==> src/rtl/dispatch_queue_2pusher.sv <==
// dispatch_queue_2pusher
//   In-order FIFO with two enqueue lanes and one dequeue port.
//   Lane 0 is the older lane. Lane 1 is accepted only together with lane 0,
//   and its entry goes in directly behind lane 0's entry.
//   There is no bypass path: an entry appears on out_* one cycle after it is accepted.
//
// Ports
//   sys_clk            clock, rising edge
//   sys_rst_n          asynchronous active-low reset (clears head/tail/count)
//   in0_valid/in0_data lane 0 enqueue request and payload
//   in1_valid/in1_data lane 1 enqueue request and payload
//   in0_ready          at least one free entry (from registered count)
//   in1_ready          at least two free entries (from registered count)
//   out_valid/out_data head entry present / head payload
//   out_ready          consumer accepts the head entry
//   occupancy          registered entry count; present only when
//                      DISPATCH_QUEUE_2PUSHER_OCC_EN is defined
module dispatch_queue_2pusher #(
    parameter int WIDTH = 8,
    parameter int DEPTH = 4
) (
    input  logic             sys_clk,
    input  logic             sys_rst_n,
    input  logic             in0_valid,
    input  logic [WIDTH-1:0] in0_data,
    input  logic             in1_valid,
    input  logic [WIDTH-1:0] in1_data,
    output logic             in0_ready,
    output logic             in1_ready,
    output logic             out_valid,
    output logic [WIDTH-1:0] out_data,
    input  logic             out_ready
`ifdef DISPATCH_QUEUE_2PUSHER_OCC_EN
    ,
    output logic [$clog2(DEPTH):0] occupancy
`endif
);

    localparam int PW = $clog2(DEPTH);
    localparam int CW = PW + 1;

    logic [PW-1:0]    head_q, head_d;
    logic [PW-1:0]    tail_q, tail_d;
    logic [PW-1:0]    tail1;
    logic [CW-1:0]    count_q, count_d;
    logic [WIDTH-1:0] mem_q [DEPTH];
    logic [WIDTH-1:0] mem_d [DEPTH];

    logic       push0;
    logic       push1;
    logic       pop;
    logic [1:0] n_push;

    // The readies look only at the registered count. A dequeue in the same
    // cycle does not make room early, so out_ready has no combinational
    // path to either ready.
    assign in0_ready = (count_q != CW'(DEPTH));
    assign in1_ready = (count_q <= CW'(DEPTH - 2));
    assign out_valid = (count_q != '0);
    assign out_data  = mem_q[head_q];
    assign tail1     = tail_q + PW'(1);

`ifdef DISPATCH_QUEUE_2PUSHER_OCC_EN
    assign occupancy = count_q;
`endif

    always_comb begin
        push0   = in0_valid && in0_ready;
        push1   = in1_valid && in1_ready && push0;
        pop     = out_valid && out_ready;
        n_push  = {1'b0, push0} + {1'b0, push1};
        head_d  = head_q + PW'(pop);
        tail_d  = tail_q + PW'(n_push);
        count_d = count_q + CW'(n_push) - CW'(pop);
        mem_d   = mem_q;
        if (push0) mem_d[tail_q] = in0_data;
        if (push1) mem_d[tail1]  = in1_data;
    end

    always_ff @(posedge sys_clk or negedge sys_rst_n) begin
        if (!sys_rst_n) begin
            head_q  <= '0;
            tail_q  <= '0;
            count_q <= '0;
        end else begin
            head_q  <= head_d;
            tail_q  <= tail_d;
            count_q <= count_d;
        end
    end

    // Storage is not reset; entries are only ever read after being written.
    always_ff @(posedge sys_clk) begin
        mem_q <= mem_d;
    end

endmodule

==> config.mk <==
export PLATFORM = sky130hd
export DESIGN_NAME = dispatch_queue_2pusher
export DESIGN_NICKNAME = d
export VERILOG_FILES = /design/src/rtl/dispatch_queue_2pusher.sv
export SDC_FILE = /design/constraint.sdc
export NUM_CORES = 1
export LEC_CHECK = 0
export CORE_MARGIN = 8
export CORE_UTILIZATION = 54
export CTS_CLUSTER_DIAMETER = 120
export DETAILED_ROUTE_END_ITERATION = 10
export PLACE_DENSITY = 0.79
export RECOVER_POWER = 50
export REMOVE_ABC_BUFFERS = 1
export SLEW_MARGIN = 20
export SYNTH_ARGS = -nofsm -noshare
export SYNTH_HDL_FRONTEND = slang
export SYNTH_SLANG_ARGS = --single-unit
==> constraint.sdc <==
create_clock -name sys_clk -period 3.49 [get_ports sys_clk]
set_input_delay 0.698 -clock sys_clk [delete_from_list [all_inputs] [get_ports sys_clk]]
set_output_delay 0.698 -clock sys_clk [all_outputs]
set_load 0.01 [all_outputs]
Yosys cells after proc, flatten, opt, wreduce, memory -nomap -nowiden
Index checks and enable logic that the tools add are counted.
{"block": "totals", "in_bits": 21, "output_inout_bits": 11, "register_bits": 39}
{"block": "classes", "n_reduce_logical": 7, "muxes": 11, "magnitude_cmp": 6, "n_addsub": 6, "n_bitwise": 3, "eq_ne": 1}
{"cell": "$bwmux W32", "count": 2}
{"cell": "$mux W32", "count": 2}
{"cell": "$demux W8 S2", "count": 2}
{"cell": "$mux W8", "count": 4}
{"cell": "$bmux W8 S2", "count": 1}
{"cell": "$ge A3 B3 Y1 const B", "count": 3}
{"cell": "$not A2 Y3", "count": 3}
{"cell": "$logic_and A1 B1 Y1", "count": 6}
{"cell": "$lt A3 B1 Y1 const B", "count": 2}
{"cell": "$add A3 B2 Y3", "count": 1}
{"cell": "$le A3 B2 Y1 const B", "count": 1}
{"cell": "$ne A3 B3 Y1 const B", "count": 1}
{"cell": "$reduce_bool A3 Y1", "count": 1}
{"cell": "$sub A3 B1 Y3", "count": 1}
{"cell": "$add A1 B1 Y2", "count": 1}
{"cell": "$add A2 B1 Y2", "count": 1}
{"cell": "$add A2 B1 Y2 const B", "count": 1}
{"cell": "$add A2 B2 Y2", "count": 1}

Logic depth before layout (Yosys ltp)
{"block": "depth", "ltp_word": 9, "ltp_mapped": 12}

Worst setup path after synthesis
OpenSTA, ideal clock, no wires.
{"block": "synth_path", "path_type": "flip-flop to flip-flop", "start": "register count_q[1]", "end": "register count_q[2]", "setup_ps": 123, "path_slack_ps": 1000, "n_path_buf": 2, "stages_incl_launch_ff": 13, "arrival_ps": 2368, "cell_sequence": "dfrtp_1 > nor3b_1 > clkbuf_1 > inv_1 > clkbuf_1 > nand3_1 > ha_1 > inv_1 > ha_1 > inv_1 > fa_1 > xor2_1 > xnor2_1"}
{"block": "synth_via", "elab_chain_len": 6, "elab_cells_between_ends": 10, "cone_classes": "3 x add/sub; 1 x order compare; 1 x eq/ne; 5 x reduce/logical"}
{"element": "start: declaration", "line": "45", "source": "logic [CW-1:0] count_q, count_d;"}
{"element": "start signal: assignment", "line": "88", "source": "count_q <= count_d;"}
{"element": "$ne A3 B3 Y1 *", "line": "57", "source": "assign in0_ready = (count_q != CW'(DEPTH));"}
{"element": "net in0_ready", "line": "28", "source": "output logic in0_ready,"}
{"element": "$logic_and A1 B1 Y1 *", "line": "68", "source": "push0 = in0_valid && in0_ready;"}
{"element": "$logic_and A1 B1 Y1", "line": "69", "source": "push1 = in1_valid && in1_ready && push0;"}
{"element": "$add A1 B1 Y2 *", "line": "71", "source": "n_push = {1'b0, push0} + {1'b0, push1};"}
{"element": "$add A3 B2 Y3 *", "line": "74", "source": "count_d = count_q + CW'(n_push) - CW'(pop);"}
{"element": "$sub A3 B1 Y3 *", "line": "74"}
{"element": "net count_d[2]", "line": "45"}
The timed path passes the listed nets; every way through them passes the cells marked *.

Worst setup path after layout
{"block": "layout_path", "start": "register head_q[0]", "end": "output out_data[5]"}
{"block": "layout_via", "elab_chain_len": 4}
{"element": "start: declaration", "line": "42", "source": "logic [PW-1:0] head_q, head_d;"}
{"element": "start signal: assignment", "line": "82", "source": "head_q <= '0;"}
{"element": "start signal: assignment", "line": "86", "source": "head_q <= head_d;"}
{"element": "$not A2 Y3 (implied by the code)", "line": "60", "source": "assign out_data = mem_q[head_q];"}
{"element": "$bmux W8 S2", "line": "60"}
{"element": "$mux W8 (implied by the code) (2 in series)", "line": "60"}
{"element": "end: declaration", "line": "31", "source": "output logic [WIDTH-1:0] out_data,"}
No other way between the ends. The select of a mux whose other input is x is not followed.

==> key figures <==
Setup path
  – Reg-to-reg slack, setup: 1.15 ns
  – Worst setup EP type: output pin
  – Reg-to-reg endpoint: count_q[2]
  – CP required: 2.79 ns
  – Setup crit end: out_data[5]
  – Worst R2R Start: count_q[1]
  – WS Path Type: reg2out
  – Critical Path Start Type: flip-flop
  – Worst Reg-to-Reg Cells: 9
  – Critical Path AT: 2.11 ns
  – Critical path launch point: head_q[0]
  – Critical-path maximum fanout: 9

Clock tree
  – Cts repair resizes: 0
  – Post-CTS Setup Inserts: 0
  – Max H-tree Level: 2
  – CTS Buf Count: 5
  – Clock slew at reported path FFs: 0.08 ns
  – CTS max path bufs: 2
  – CTS root buf: clkbuf_8
  – Clock latency on the worst-skew pair: 0.30 ns
  – Post-CTS Hold Fix Bufs: 0
  – Clock Sinks: 39
  – CTS tree: built

Synth
  – Synthesis Warnings: 0
  – Mean post-synth cell area: 9.15 sq um
  – Yosys top cell by area: dfxtp_1
  – Largest cells by area after synthesis: dfxtp_1 (29%), a31oi_1 (9.2%), nor4_1 (9.2%)
  – Register area share after synthesis: 37.3%
  – Yosys reg bits: 39
  – Top cell type's share of synthesized area: 29.3%
  – Distinct cells, synth: 27
  – Cells after synthesis: 239
  – Area of the mapped netlist: 0.00219 sq mm

Global routing
  – GRT Residual Overflow: 0
  – GRT Util Overall: 18.7%
  – Vias in the first global route: 1920
  – Global-route wire length before repair: 9.49 mm
  – Pin count of the biggest net entering global routing: 57
  – Initial antenna violation count: 0

Timing
  – Peak Freq: 356 MHz
  – Slew Limit Fails: 0
  – Clk_skew: 0.00847 ns
  – Sum Neg Setup Slack: 0 ns
  – Count of final hold-check violations: 0
  – Fin crit period: 2.81 ns
  – Slew HR: 59.5%
  – Pin slew with the least headroom to its limit: 0.607 ns
  – Hold slack: 0.495 ns
  – Final period utilization: 80.5%
  – RSZ-0062 raised after global routing: no
  – Setup violations, final: 0

Layout
  – Layout cells sized above 1: 14.7%
  – Layout area overhead: 19.1%
  – Final nets: 284
  – Cell area after layout: 0.00261 sq mm
  – # diodes: 0
  – Post-layout util: 66.1%
  – # fillers: 359

Die
  – Die H: 79.6 um
  – Ports: 32
  – Die width: 79.6 um
  – Rows: 23
  – Initial core utilization: 55.5%
  – Core area: 0.00394 sq mm
  – Full die area: 0.00634 sq mm

Drt
  – Residual DRC: 0
  – Routed WL per cell: 18.3 um
  – Detailed-route via count: 2046
  – Routed Antenna Nets: 0
  – Via density: 6.64
  – DRT Pass-1 Iters: 4
  – DR iter-0 viols: 281
  – DRT Wirelength: 5.63 mm

Place
  – DP HPWL: 3.65 mm
  – Post-DP Area: 0.00252 sq mm
  – Final RePlAce weighted congestion: 0.799
  – PortBufs: 31

Power and ir drop
  – Logic pwr share: 51.1%
  – Clk pwr share: 12.8%
  – Worst vdd rail ir drop: 0.000689 V
  – Pwr per Cell Area: 930 mW/mm^2
  – P_sw: 0.000962 W
  – Leak pwr: 0.893 nW
  – Switching portion of total power: 39.7%
  – Reg power frac: 36.1%
  – P_int: 0.00146 W

Outcome
  – Status: complete, no violations

Run
  – Max-capacitance violation count: 0

Min path
  – Hold_sp: mem_q[7]
  – Hold Crit Class: reg2reg
==> worst max-delay path, cell delays in order, from the launching register on <==
cell and delay, ns:
dfrtp_1 0.73, mux4_2 0.58, clkdlybuf4s50_1 0.49
==> per-layer routing <==
layer	up-vias	track usage (%)	routed length [um]	part of all wire (%)
li1	980	-	-	-
met1	987	25.0	2570	46
met2	72	28.5	2620	47
met4	0	5.56	50	0.89
met3	7	4.95	390	6.9
met5	-	0	0	0
==> sequential cells by signal, indices dropped and copies added (netlist names) <==
signal,count
count_q,3
head_q,2
mem_q,32
tail_q,2
==> final cells by class <==
type,instances,area [sq um],share of cell area (%)
clock buffers,6,72.6,2.79
well taps,50,62.6,2.40
inverters,7,26.3,1.01
repair buffers,40,378,14.5
flip-flops and latches,39,816,31.3
multi-input cells,164,1240,47.5
clock inverters,2,12.5,0.480
==> per-stage QoR <==
stage	worst slack [ns]	std cells	total power [W]
6_report	0.682	308	0.00242
5_1_grt	0.591	308	0.00260
4_1_cts	0.657	308	0.00243
3_5_place_dp	0.690	300	0.00212
3_3_place_gp	0.806	300	0.00209
2_1_floorplan	-1.29	210	0.00160
==> cell usage in the layout (no fill, tap or decap), drive strengths merged <==
cell type and count:
nor4 32, a31oi 32, dfxtp 32, o21ai 32
clkdlybuf4s50 28, or3b 25, buf 9, nand4 8
mux4 8, dfrtp 7, inv 6, clkbuf 6
or3 5, ha 5, nand3 3, xor2 3
dlygate4sd3 3, nand3b 2, xnor2 2, clkinv 2
a21o 1, nor3b 1, nor2 1, and2 1
nand2 1, and3 1, fa 1, clkinvlp 1
==> worst min-delay path by stage <==
stage	slack [ns]	cells after the start	end
floorplan	0.40	0	count_q[0]
global placement	0.48	2	mem_q[30]
detailed placement	0.48	2	mem_q[7]
CTS	0.50	2	mem_q[7]
global route	0.52	2	mem_q[7]
finish	0.49	2	mem_q[7]
==> cells by family (layout without fill, tap and decap cells) <==
group | Yosys count | in the layout | share of synthesized area (%)
AND/OR/NAND/NOR | 80 | 80 | 25.5
AO/OA/AOI/OAI | 65 | 65 | 16.8
flip-flops | 39 | 39 | 37.3
buffers and inverters | 36 | 55 | 6.35
multiplexers | 8 | 8 | 8.24
adder cells (fa/ha/maj) | 6 | 6 | 3.78
XOR/XNOR | 5 | 5 | 2.00
==> cells in the mapped netlist, drive strengths merged <==
library cell and count:
a21o 1, a31oi 32, and2 1, and3 1, buf 3, clkbuf 26, clkinv 1, dfrtp 7
dfxtp 32, fa 1, ha 5, inv 6, mux4 8, nand2 1, nand3 3, nand3b 2
nand4 8, nor2 1, nor3b 1, nor4 32, o21ai 32, or3 5, or3b 25, xnor2 2
xor2 3
==> power by group through the flow <==
| stage | sequential [W] | combinational [W] | clock (W) |
|---|---|---|---|
| floorplan | 0.000814 | 0.000789 | 0 |
| global placement | 0.000876 | 0.00122 | 0 |
| detailed placement | 0.000885 | 0.00124 | 0 |
| CTS | 0.000875 | 0.00124 | 0.000314 |
| global route | 0.000911 | 0.00136 | 0.000335 |
| finish | 0.000874 | 0.00124 | 0.000310 |
Note: power is estimated with default switching activity, not from simulation.
